### src/rtl/nn_pkg.sv
// Shared types for the classifier back end: score/digit typedefs, defaults,
// and the argmax scan FSM state encoding.
package nn_pkg;

    localparam int NUM_CLASSES_DEF = 10;
    localparam int PROB_W_DEF      = 16;

    typedef logic [15:0] prob_t;
    typedef logic [3:0]  digit_t;

    typedef enum logic [1:0] {
        IDLE = 2'd0,
        SCAN = 2'd1,
        DONE = 2'd2
    } argmax_state_t;

endpackage

### src/rtl/argmax_step.sv
// One compare/update step of a running argmax: the candidate (idx, val)
// replaces the current leader only when strictly greater, so among equal
// scores the earliest index seen keeps the lead.
module argmax_step
    import nn_pkg::*;
#(
    parameter int PROB_W = PROB_W_DEF
) (
    input  digit_t            cur_idx,
    input  logic [PROB_W-1:0] cur_val,
    input  digit_t            idx,
    input  logic [PROB_W-1:0] val,
    output digit_t            new_idx,
    output logic [PROB_W-1:0] new_val,
    output logic              take
);

    // Strict unsigned compare; ties keep the current leader.
    always_comb begin
        take    = (val > cur_val);
        new_idx = take ? idx : cur_idx;
        new_val = take ? val : cur_val;
    end

endmodule

### src/rtl/prediction_argmax.sv
// Sequential argmax over the class scores. A Start in IDLE snapshots all
// scores, then one class is compared per cycle; the winner, its score and a
// confidence flag are published with a one-cycle Valid, and a stability
// flag reports whether the same digit won STABLE_COUNT passes in a row.
// Optional runner-up tracking (Digit2/Margin) is built when the macro
// ARGMAX_RUNNER_UP_EN is defined.
//
// Handshake: Start is a level request sampled only while IDLE; Busy is high
// from the cycle after acceptance until the cycle Valid pulses; Valid is a
// single-cycle strobe and the result outputs hold until the next Valid.
module prediction_argmax
    import nn_pkg::*;
#(
    parameter int                NUM_CLASSES  = NUM_CLASSES_DEF,
    parameter int                PROB_W       = PROB_W_DEF,
    parameter logic [PROB_W-1:0] CONF_THRESH  = 16'h4000,
    parameter int                STABLE_COUNT = 4
) (
    input  logic              Clk,
    input  logic              Reset_n,
    input  logic              Start,
    input  logic [PROB_W-1:0] Probability [NUM_CLASSES-1:0],
    output logic              Busy,
    output logic              Valid,
    output digit_t            Digit,
    output logic [PROB_W-1:0] MaxProb,
    output logic              Confident,
    output logic              Stable,
`ifdef ARGMAX_RUNNER_UP_EN
    output digit_t            Digit2,
    output logic [PROB_W-1:0] Margin,
`endif
    output argmax_state_t     dbg_state
);

    localparam digit_t     LAST_IDX = digit_t'(NUM_CLASSES - 1);
    localparam logic [3:0] STAB_MAX = 4'(STABLE_COUNT);

    argmax_state_t     state;
    digit_t            idx;
    digit_t            best_idx;
    logic [PROB_W-1:0] best_val;
    logic [PROB_W-1:0] snap [NUM_CLASSES-1:0];
    logic [3:0]        stab_cnt;
    digit_t            last_digit;

    digit_t            step_idx;
    logic [PROB_W-1:0] step_val;
    logic              step_take;
    logic [PROB_W-1:0] cur_score;
    logic [3:0]        stab_cnt_next;
    logic              conf_next;

    assign dbg_state = state;
    assign cur_score = snap[idx];

    argmax_step #(.PROB_W(PROB_W)) u_best (
        .cur_idx (best_idx),
        .cur_val (best_val),
        .idx     (idx),
        .val     (cur_score),
        .new_idx (step_idx),
        .new_val (step_val),
        .take    (step_take)
    );

`ifdef ARGMAX_RUNNER_UP_EN
    digit_t            second_idx;
    logic [PROB_W-1:0] second_val;
    digit_t            cand_idx;
    logic [PROB_W-1:0] cand_val;
    digit_t            second_idx_next;
    logic [PROB_W-1:0] second_val_next;
    logic              second_take;
    logic [PROB_W-1:0] margin_next;

    // A dethroned leader becomes the runner-up candidate; otherwise the new score is.
    always_comb begin
        cand_idx    = step_take ? best_idx : idx;
        cand_val    = step_take ? best_val : cur_score;
        margin_next = best_val - second_val;
    end

    argmax_step #(.PROB_W(PROB_W)) u_second (
        .cur_idx (second_idx),
        .cur_val (second_val),
        .idx     (cand_idx),
        .val     (cand_val),
        .new_idx (second_idx_next),
        .new_val (second_val_next),
        .take    (second_take)
    );
`endif

    // Result qualifiers computed from the final leader while in DONE.
    always_comb begin
        conf_next = (best_val >= CONF_THRESH);
`ifdef ARGMAX_RUNNER_UP_EN
        conf_next = conf_next && (margin_next >= (CONF_THRESH >> 2));
`endif
        if (best_idx == last_digit)
            stab_cnt_next = (stab_cnt >= STAB_MAX) ? STAB_MAX : stab_cnt + 4'd1;
        else
            stab_cnt_next = 4'd1;
    end

    // Score snapshot: pure datapath, loaded only when a pass is accepted.
    always_ff @(posedge Clk) begin
        if (state == IDLE && Start) begin
            for (int i = 0; i < NUM_CLASSES; i++)
                snap[i] <= Probability[i];
        end
    end

    // Scan FSM with registered outputs and stability tracking.
    always_ff @(posedge Clk or negedge Reset_n) begin
        if (!Reset_n) begin
            state      <= IDLE;
            idx        <= '0;
            best_idx   <= '0;
            best_val   <= '0;
            Busy       <= 1'b0;
            Valid      <= 1'b0;
            Digit      <= '0;
            MaxProb    <= '0;
            Confident  <= 1'b0;
            Stable     <= 1'b0;
            stab_cnt   <= '0;
            last_digit <= '0;
`ifdef ARGMAX_RUNNER_UP_EN
            second_idx <= '0;
            second_val <= '0;
            Digit2     <= '0;
            Margin     <= '0;
`endif
        end else begin
            Valid <= 1'b0;
            case (state)
                IDLE: begin
                    if (Start) begin
                        best_idx <= '0;
                        best_val <= Probability[0];
                        idx      <= digit_t'(1);
                        Busy     <= 1'b1;
                        state    <= SCAN;
`ifdef ARGMAX_RUNNER_UP_EN
                        second_idx <= '0;
                        second_val <= '0;
`endif
                    end
                end
                SCAN: begin
                    best_idx <= step_idx;
                    best_val <= step_val;
`ifdef ARGMAX_RUNNER_UP_EN
                    second_idx <= second_idx_next;
                    second_val <= second_val_next;
`endif
                    idx <= idx + digit_t'(1);
                    if (idx == LAST_IDX)
                        state <= DONE;
                end
                DONE: begin
                    Digit      <= best_idx;
                    MaxProb    <= best_val;
                    Confident  <= conf_next;
                    Valid      <= 1'b1;
                    Busy       <= 1'b0;
                    last_digit <= best_idx;
                    stab_cnt   <= stab_cnt_next;
                    Stable     <= (stab_cnt_next >= STAB_MAX);
`ifdef ARGMAX_RUNNER_UP_EN
                    Digit2     <= second_idx;
                    Margin     <= margin_next;
`endif
                    state      <= IDLE;
                end
                default: state <= IDLE;
            endcase
        end
    end

endmodule

### config.mk
export PLATFORM = sky130hd
export DESIGN_NAME = prediction_argmax
export DESIGN_NICKNAME = d
export VERILOG_FILES = /design/src/rtl/nn_pkg.sv /design/src/rtl/argmax_step.sv /design/src/rtl/prediction_argmax.sv
export SDC_FILE = /design/constraint.sdc
export NUM_CORES = 1
export LEC_CHECK = 0
export BUFFER_PORTS_ARGS = -buffer_cell sky130_fd_sc_hd__buf_2
export CORE_ASPECT_RATIO = 1.25
export CORE_UTILIZATION = 34
export DETAILED_ROUTE_END_ITERATION = 12
export GPL_ROUTABILITY_DRIVEN = 0
export SYNTH_ARGS = -nofsm -noshare
export SYNTH_HDL_FRONTEND = slang
export SYNTH_SLANG_ARGS = --single-unit
### constraint.sdc
create_clock -name Clk -period 6.8 [get_ports Clk]
set_input_delay 0.68 -clock Clk [delete_from_list [all_inputs] [get_ports Clk]]
set_output_delay 0.68 -clock Clk [all_outputs]
set_load 0.02 [all_outputs]
After elaboration in Yosys (flattened, before gate mapping)
Memory sizes are Yosys's and may differ from the RTL's.
Index checks and enable logic that the tools add are counted.
W data, S select, Z words.
Word-level totals
  memories kept: 1
  output and inout port bits: 26
  register bits: 54
  memory bits (writable): 160
  input port bits: 163
Memory list
  snap: words 10, bits a word 16, read ports 1, clocked after memory_dff 0, wr ports 10, RTL line prediction_argmax.sv:43  | logic [PROB_W-1:0] snap [NUM_CLASSES-1:0];
Cells by class
  mux-type cells: 18
  add/subtract/negate cells: 2
  reduce and logical (&&, ||, !) cells: 8
  $lt $le $gt $ge: 4
  equality and inequality tests: 7
Operators with widths (count)
  $mux W16: 2
  $pmux W16 S2: 1
  $mux W4: 5
  $ge A16 B15 Y1 const B: 1
  $gt A16 B16 Y1: 1
  $pmux W4 S2: 2
  $add A4 B1 Y4 const B: 2
  $ge A4 B3 Y1 const B: 2
  $ne A2 B2 Y1 const B: 3
  $reduce_and A2 Y1: 3
  $eq A4 B4 Y1: 1
  $eq A4 B4 Y1 const B: 1
  $mux W1: 4
  $mux W2: 2
  $pmux W2 S2: 1
  $reduce_bool A2 Y1: 2
  $reduce_and A3 Y1: 1
  $eq A2 B1 Y1 const B: 1
  $eq A2 B2 Y1 const B: 1
  $logic_not A2 Y1: 1
  $pmux W1 S2: 1
  $logic_and A1 B1 Y1: 1

Depth between registers and ports, before layout
Gate-level depths: netlist of the first run.
  depth after elaboration: 4
  depth in mapped cells: 12
  depth with buffers taken out: 9

By module
Synthesis of the first run repeated with hierarchy kept, for this count alone.
Second synthesis, totals
  cells, all modules: 623
  area, all modules: 9293.9 µm²
Modules (own cells, without submodules)
  prediction_argmax: area an instance 8546.9 µm², seq. area each 6155.9 µm², cells an instance 541, times used 1
  argmax_step: area an instance 747.0 µm², seq. area each 0.0 µm², cells an instance 82, times used 1

Worst setup path before layout of the first run
Ideal clock, no wire load.
  kind: in2reg
  from: input Start
  to: register best_idx[0]
  arrival: 3.393 ns
  library setup time: 0.125 ns
  stages: 7
  path buffers: 1
  path slack: 3.281 ns
  cell sequence: nand2_2 > inv_2 > a211oi_2 > o21ai_1 > o41a_1 > buf_6 > mux2_4
Between the ends
  longest elaborated chain between the ends: 2
RTL lines
  start, declared: RTL line prediction_argmax.sv:21  | input logic Start,
  $ne A2 B2 Y1 (no line)
  $reduce_and A3 Y1 (no line)
  end signal, assigned: RTL line prediction_argmax.sv:153  | best_idx <= step_idx;
  end, declared: RTL line prediction_argmax.sv:41  | digit_t best_idx;
Every way passes these cells.
A chain may end at the register's enable or synchronous reset.

Final worst setup path of the first run
  from: register idx[0]
  to: register best_idx[0]
Between the ends
  longest elaborated chain between the ends: 4
RTL lines
  start, declared: RTL line prediction_argmax.sv:40  | digit_t idx;
  start signal, assigned: RTL line prediction_argmax.sv:143  | idx <= digit_t'(1);
  start signal, assigned: RTL line prediction_argmax.sv:159  | idx <= idx + digit_t'(1);
  $mem_v2 Z10 W16
  $gt A16 B16 Y1: RTL line argmax_step.sv:20  | take = (val > cur_val);
  $ne A2 B2 Y1 (no line)
  $reduce_and A3 Y1 (no line)
Parallel ways exist; a longest one is shown, timed or not. The select of a mux whose other input is x is not followed.

==> flow_metrics.py, run 1 <==
metrics = {
    "timing": {
        "period_minus_slack_ns": 4.395,
        "fin_setup_tns_ns": 0,
        "setup_viol": 0,
        "drv_slew": 0,
        "relSlewSlack_pct": 31.51,
        "rsz0062_at_grt": "no",
        "hold_viol": 0,
        "tightest_slew_ns": 1.027,
        "layout_setup_ws_ns": 2.405,
        "finClkSkew_ns": 0.009711,
        "min_period_over_period_pct": 64.64,
        "fmax_mhz": 227.5,
    },
    "route": {
        "wirelength_um": 19780,
        "drc": 0,
        "num_vias": 5068,
        "wl_per_cell_um": 18.45,
        "viasPerCell": 4.728,
        "first_pass_iters": 4,
        "antenna_left": 0,
        "drt_iter0_drc": 231,
    },
    "critical_path": {
        "startpoint_type": "flop",
        "critPathSlowestCell": "dfrtp_4",
        "end_kind": "flop",
        "crit_path_max_incr_delay_ns": 0.94,
        "path_cells": "buf_4, mux4_2, mux2i_1, mux2i_1, ha_1, nand4_1, a2111oi_0, o41a_1, buf_4, mux2_4",
        "worstPathArrival_ns": 4.78,
        "worst-setup-path-type": "flop to flop",
        "crit_required_ns": 7.18,
        "cp_max_fo": 41,
    },
    "placement": {
        "dp_hpwl_um": 14160,
        "dp_slack_ns": 2.347,
        "port_buffers": 188,
    },
    "final_layout": {
        "multi_input_area_um2": 2505,
        "fill_cells": 2303,
        "seq_area_um2": 6161,
        "syn2layout_area_growth_pct": 23.74,
        "nets": 902,
        "layout-drive-gt1-share_pct": 38.91,
    },
    "synthesis": {
        "yosys-top-cells-area": "edfxtp_1 (54%), dfrtp_1 (15%), mux4_2 (8.1%), mux2i_1 (5.5%), mux2_4 (2.9%)",
        "synth_top_area_share_pct": 54.12,
        "ys_ff_latch": 214,
        "synthArstFlopShare_pct": 25.23,
        "synth_top_area_cell": "edfxtp_1",
        "synth_cell_types": 40,
        "yosysSeqAreaShare_pct": 69.34,
        "synth_edf_count": 160,
        "syn-mean-instance-area_um2": 16.84,
        "syn_area_um2": 8877,
        "yosysWarnings": 0,
        "synth_nets": 709,
        "syn_inst": 527,
        "synth_flop_cell": "edfxtp_1",
    },
    "clock_network": {
        "clk_pin_slew_ns": 0.07,
        "hold_buffers": 0,
        "cts_tree": "built",
        "clockBufferDepth": 3,
        "numCtsBuffers": 23,
        "clk_latency_ns": 0.51,
        "cts_setup_buffers": 0,
        "cts_resized": 0,
        "clock-sinks": 214,
        "htree_levels": 1,
        "cts-root-buf": "clkbuf_16",
    },
    "run": {
        "cap_violations": 0,
    },
    "floorplanning": {
        "die_height_um": 182.7,
        "start_util_pct": 34.87,
        "core_um2": 25460,
        "die_w_um": 146.5,
        "ios": 189,
        "num_rows": 65,
        "dieArea_um2": 26760,
    },
    "power_and_ir_drop": {
        "p_leak_nw": 4.470,
        "vdd_drop_max_v": 0.0002109,
        "p_total_mw": 5.246,
        "p_per_area_nw_per_um2": 477.6,
    },
    "global_route": {
        "globalRouteTotalUtil_pct": 14.74,
        "grt_pass1_vias": 5247,
        "grt_pass1_wl_um": 29820,
        "grt_max_degree": 84,
        "gr-total-overflow": 0,
        "antenna_found_initial": 2,
    },
    "outcome": {
        "status": "finished clean",
    },
    "worst_hold_path": {
        "hold_path.class": "input port to async pin",
    },
}
## area by class of cell
cell class	count	share of cell area [%]
clock inverter	15	2.164
inverter	22	0.7974
clock buffer	25	5.308
tap	335	3.816
timing repair buffer	194	8.976
sequential	214	56.09
antenna	2	0.04556
multi-input combinational	265	22.80
## critical path, delay by kind of cell (launching register included)
family                   cells  cell delay, ns
multiplexers                 4            1.18
flip-flops                   1            0.94
adder cells (fa/ha/maj)      1            0.31
AO/OA/AOI/OAI                2            0.92
buffers and inverters        2            0.75
AND/OR/NAND/NOR              1            0.15
## registers in the layout (all words and copies together) (netlist names)
signal and count:
dbg_state 2, idx 4, last_digit 4, MaxProb 16
Busy 1, best_idx 4, snap 160, best_val 16
stab_cnt 4, Stable 1, Valid 1, Confident 1
## cell families (layout without fill, tap and decap cells)
family	Yosys count	in the layout	synth area share, %
mux	99	99	16.65
other cells	0	2	0
fa+ha+maj	19	19	2.678
compound gates	58	58	4.355
xor+xnor	5	5	0.4933
simple gates	84	84	4.045
buf+inv	48	256	2.438
flops	214	214	69.34
## final timing paths
| check | from | to | slack [ns] | cells after the start |
|---|---|---|---|---|
| worst max-delay path | idx[0] | best_idx[0] | 2.40 | 10 |
| worst min-delay path | Reset_n | best_val[7] | 0.31 | 2 |
| worst max register to register | idx[0] | best_idx[0] | 2.40 | 10 |
| worst min register to register | MaxProb[0] | MaxProb[0] | 0.47 | 2 |
| max in group asynchronous | Reset_n | idx[0] | 5.98 | 2 |
| min in group Clk | Probability[95] | snap[5][15] | 0.35 | 1 |
## power breakdown
| group | internal (mW) | leakage (nW) | total [mW] | switching, mW |
|---|---|---|---|---|
| clock network | 0.851 | 0.398 | 1.36 | 0.508 |
| logic | 0.941 | 1.98 | 1.91 | 0.971 |
| registers | 1.74 | 2.10 | 1.98 | 0.234 |
| total | 3.53 | 4.47 | 5.25 | 1.71 |
## layout by cell type, fill, tap and decap left out, types with 2 or more instances in the layout
master     Yosys  final
a21o_1         2      2
o21ai_0       26     26
nand4_1        4      4
bufinv_16      0      6
nor2b_1        2      2
xor2_1         4      4
buf_2          5    188
clkbuf_1      14      2
mux2_4        17     17
mux2i_1       49     49
nor2_1         7      7
nand2_1       54     54
clkinv_2       0      2
edfxtp_1     160    160
diode_2        0      2
and2_1         2      2
a21oi_1        5      5
dfrtp_1       54     52
clkbuf_16      0     23
inv_6          0      3
nand2b_1       2      2
clkinv_1       1      4
buf_4          0      6
mux4_2        32     32
ha_1          19     19
o221ai_1      15     15
inv_1         19     19
nand3_1        6      6
nor3_1         5      5
## synth_stat cells (2+ instances only)
master and instances:
xor2_1 4, nand2b_1 2, dfrtp_1 54, clkbuf_1 14, nand3_1 6, o21ai_0 26
a21o_1 2, nor2_1 7, ha_1 19, buf_1 3, inv_1 19, nor2b_1 2
o221ai_1 15, a21oi_1 5, mux2i_1 49, inv_2 2, nor3_1 5, edfxtp_1 160
buf_6 4, nand2_1 54, mux4_2 32, nand4_1 4, and2_1 2, buf_2 5
mux2_4 17
## routing by layer
| metal | global-route usage (%) | part of all wire (%) |
|---|---|---|
| met1 | 19.19 | 43 |
| met2 | 24.90 | 50 |
| met3 | 2.375 | 4.0 |
| met4 | 5.208 | 2.4 |
| met5 | 0 | 0 |
## per-stage QoR
step	instance area (µm²)	std cells	utilization (%)	hold slack, ns
after floorplan	8877	527	-	0.3844
after global placement	10160	1030	39.91	0.4560
after detailed placement	10160	1030	39.91	0.4589
after CTS	10980	1070	43.13	0.3233
after global routing	10980	1072	43.15	0.3275
final	10980	1072	43.15	0.3092
No activity file was read; power rests on OpenSTA's default activity.
==> run 2: changes to the inputs <==
==> constraint.sdc (replaced) <==
create_clock -name Clk -period 3.55 [get_ports Clk]
set_input_delay 0.355 -clock Clk [delete_from_list [all_inputs] [get_ports Clk]]
set_output_delay 0.355 -clock Clk [all_outputs]
set_load 0.02 [all_outputs]
==> flow_metrics.py, run 2 (same netlist as run 1, synthesis figures left out) <==
metrics = {
    "route": {
        "first_pass_iters": 4,
        "wl_met3_um": 896,
        "wl_per_cell_um": 18.19,
        "highest_layer": "met4",
        "viasPerCell": 4.721,
        "drt_iter0_drc": 236,
        "wl_met1_um": 8133,
        "drc": 0,
        "num_vias": 5103,
        "antenna_left": 0,
        "wl_met2_um": 10160,
        "wirelength_um": 19660,
    },
    "floorplanning": {
        "start_util_pct": 34.87,
        "core_um2": 25460,
        "die_w_um": 146.5,
        "ios": 189,
        "num_rows": 65,
        "die_height_um": 182.7,
        "dieArea_um2": 26760,
    },
    "timing": {
        "drv_slew": 0,
        "hold_viol": 0,
        "fmax_mhz": 295.9,
        "fin_setup_tns_ns": 0,
        "layout_setup_ws_ns": 0.1710,
        "min_period_over_period_pct": 95.18,
        "finClkSkew_ns": 0.009654,
        "relSlewSlack_pct": 33.61,
        "tightest_slew_ns": 0.9958,
        "rsz0062_at_grt": "no",
        "period_minus_slack_ns": 3.379,
        "setup_viol": 0,
    },
    "global_route": {
        "antenna_found_initial": 2,
        "globalRouteTotalUtil_pct": 14.67,
        "grt_pass1_vias": 5355,
        "grt_max_degree": 163,
        "grt_pass1_wl_um": 29640,
        "gr-total-overflow": 0,
    },
    "power_and_ir_drop": {
        "p_int_mw": 6.831,
        "comb_power_share_pct": 41.0,
        "p_per_area_nw_per_um2": 913.6,
        "p_sw_share_pct": 32.56,
        "clkPwrFrac_pct": 23.6,
        "switchingPower_mw": 3.298,
        "p_leak_nw": 4.517,
        "seqPwrFrac_pct": 35.4,
        "p_total_mw": 10.13,
        "vdd_drop_max_v": 0.0004866,
    },
    "placement": {
        "dp_slack_ns": -0.003369,
        "dpl_cell_area_um2": 10280,
        "port_buffers": 188,
        "dp_hpwl_um": 14130,
    },
    "clock_network": {
        "cts-root-buf": "clkbuf_16",
        "htree_levels": 1,
        "clockBufferDepth": 3,
        "clk_pin_slew_ns": 0.06,
        "numCtsBuffers": 22,
        "cts_tree": "built",
        "hold_buffers": 0,
        "clk_latency_ns": 0.49,
        "clock-sinks": 214,
    },
    "worst_hold_path": {
        "hold_path.class": "input port to async pin",
    },
    "final_layout": {
        "nets": 911,
        "reg_top3": "snap: 160 flops, MaxProb: 16 flops, best_val: 16 flops",
        "final_common_cell": "buf_2",
        "largest_register_ffs": 160,
        "finalInstanceArea_um2": 11090,
        "layout-drive-gt1-share_pct": 39.57,
        "syn2layout_area_growth_pct": 24.89,
        "fill_cells": 2224,
        "final_cell_mix": "buf_2 (188), edfxtp_1 (160), nand2_1 (54), dfrtp_1 (52), mux2i_1 (48)",
        "top_register": "snap",
    },
    "critical_path": {
        "end_kind": "flop",
        "crit_required_ns": 3.93,
        "worstPathArrival_ns": 3.76,
        "worst-setup-path-type": "flop to flop",
        "startpoint_type": "flop",
        "cp_max_fo": 12,
    },
    "run": {
        "cap_violations": 0,
    },
    "outcome": {
        "status": "finished clean",
    },
}
## run 2: cell types whose count changed in the layout (fill, tap and decap cells not counted), moves of 2 or more
| cell | before | now |
|---|---|---|
| buf_12 | 0 | 5 |
| buf_4 | 6 | 10 |
| bufinv_16 | 6 | 4 |
| clkbuf_1 | 2 | 4 |
| inv_6 | 3 | 1 |
## run 2: worst max-delay path, cell delays in order, from the launching register on
cell and delay (ns):
dfrtp_4 0.47, bufbuf_16 0.32, mux4_2 0.49, mux2i_1 0.20
mux2i_1 0.11, ha_1 0.32, nand4_1 0.21, a2111oi_2 0.40
o41a_1 0.25, buf_4 0.20, mux2_4 0.31
## run 2: routing by layer
layer	up-vias	global-route usage, %
li1	2435	-
met4	0	5.375
met3	30	2.325
met1	2484	18.18
met2	154	25.77
met5	-	0
## run 2: stage by stage
stage | utilization (%) | instances | hold slack (ns)
finish | 43.55 | 1081 | 0.02495
global route | 43.54 | 1080 | 0.01491
CTS | 43.46 | 1077 | 0.005950
detailed placement | 40.39 | 1038 | 0.4629
global placement | 40.39 | 1038 | 0.4551
floorplan | - | 527 | 0.05941
## run 2: worst paths after layout
check	start	endpoint	slack (ns)	cells after the start
setup reg to reg	idx[0]	best_val[4]	0.17	10
hold / removal	Reset_n	MaxProb[4]	0.02	1
hold reg to reg	Busy	Busy	0.47	2
max in group asynchronous	Reset_n	idx[0]	2.80	1
setup / recovery	idx[0]	best_val[4]	0.17	10
min in group Clk	Probability[148]	snap[9][4]	0.03	1
## run 2: final cells by class
type	instances	area (µm²)	area share [%]
antenna	3	7.507	0.06771
clock buffer	27	590.6	5.327
clock inverter	11	157.7	1.422
inverter	22	87.58	0.7900
multi-input combinational	265	2515	22.68
sequential	214	6161	55.57
tap	335	419.2	3.781
timing repair buffer	204	1149	10.36
## run 2: what timing repair did
| item | CTS | global route |
|---|---|---|
| hold endpoints to repair | 0 | 0 |
| setup buffers | 0 | 1 |
| gates cloned | 1 | 0 |
| resized for setup | 1 | 2 |
| setup endpoints to repair | 17 | 18 |
## run 2: power by group through the flow
stage | clock network, mW | registers (mW) | logic [mW]
6_report | 2.39 | 3.59 | 4.15
5_1_grt | 2.54 | 3.65 | 4.52
4_1_cts | 2.45 | 3.61 | 4.18
3_5_place_dp | 0 | 3.65 | 4.12
3_3_place_gp | 0 | 3.64 | 4.08
2_1_floorplan | 0 | 3.72 | 2.89
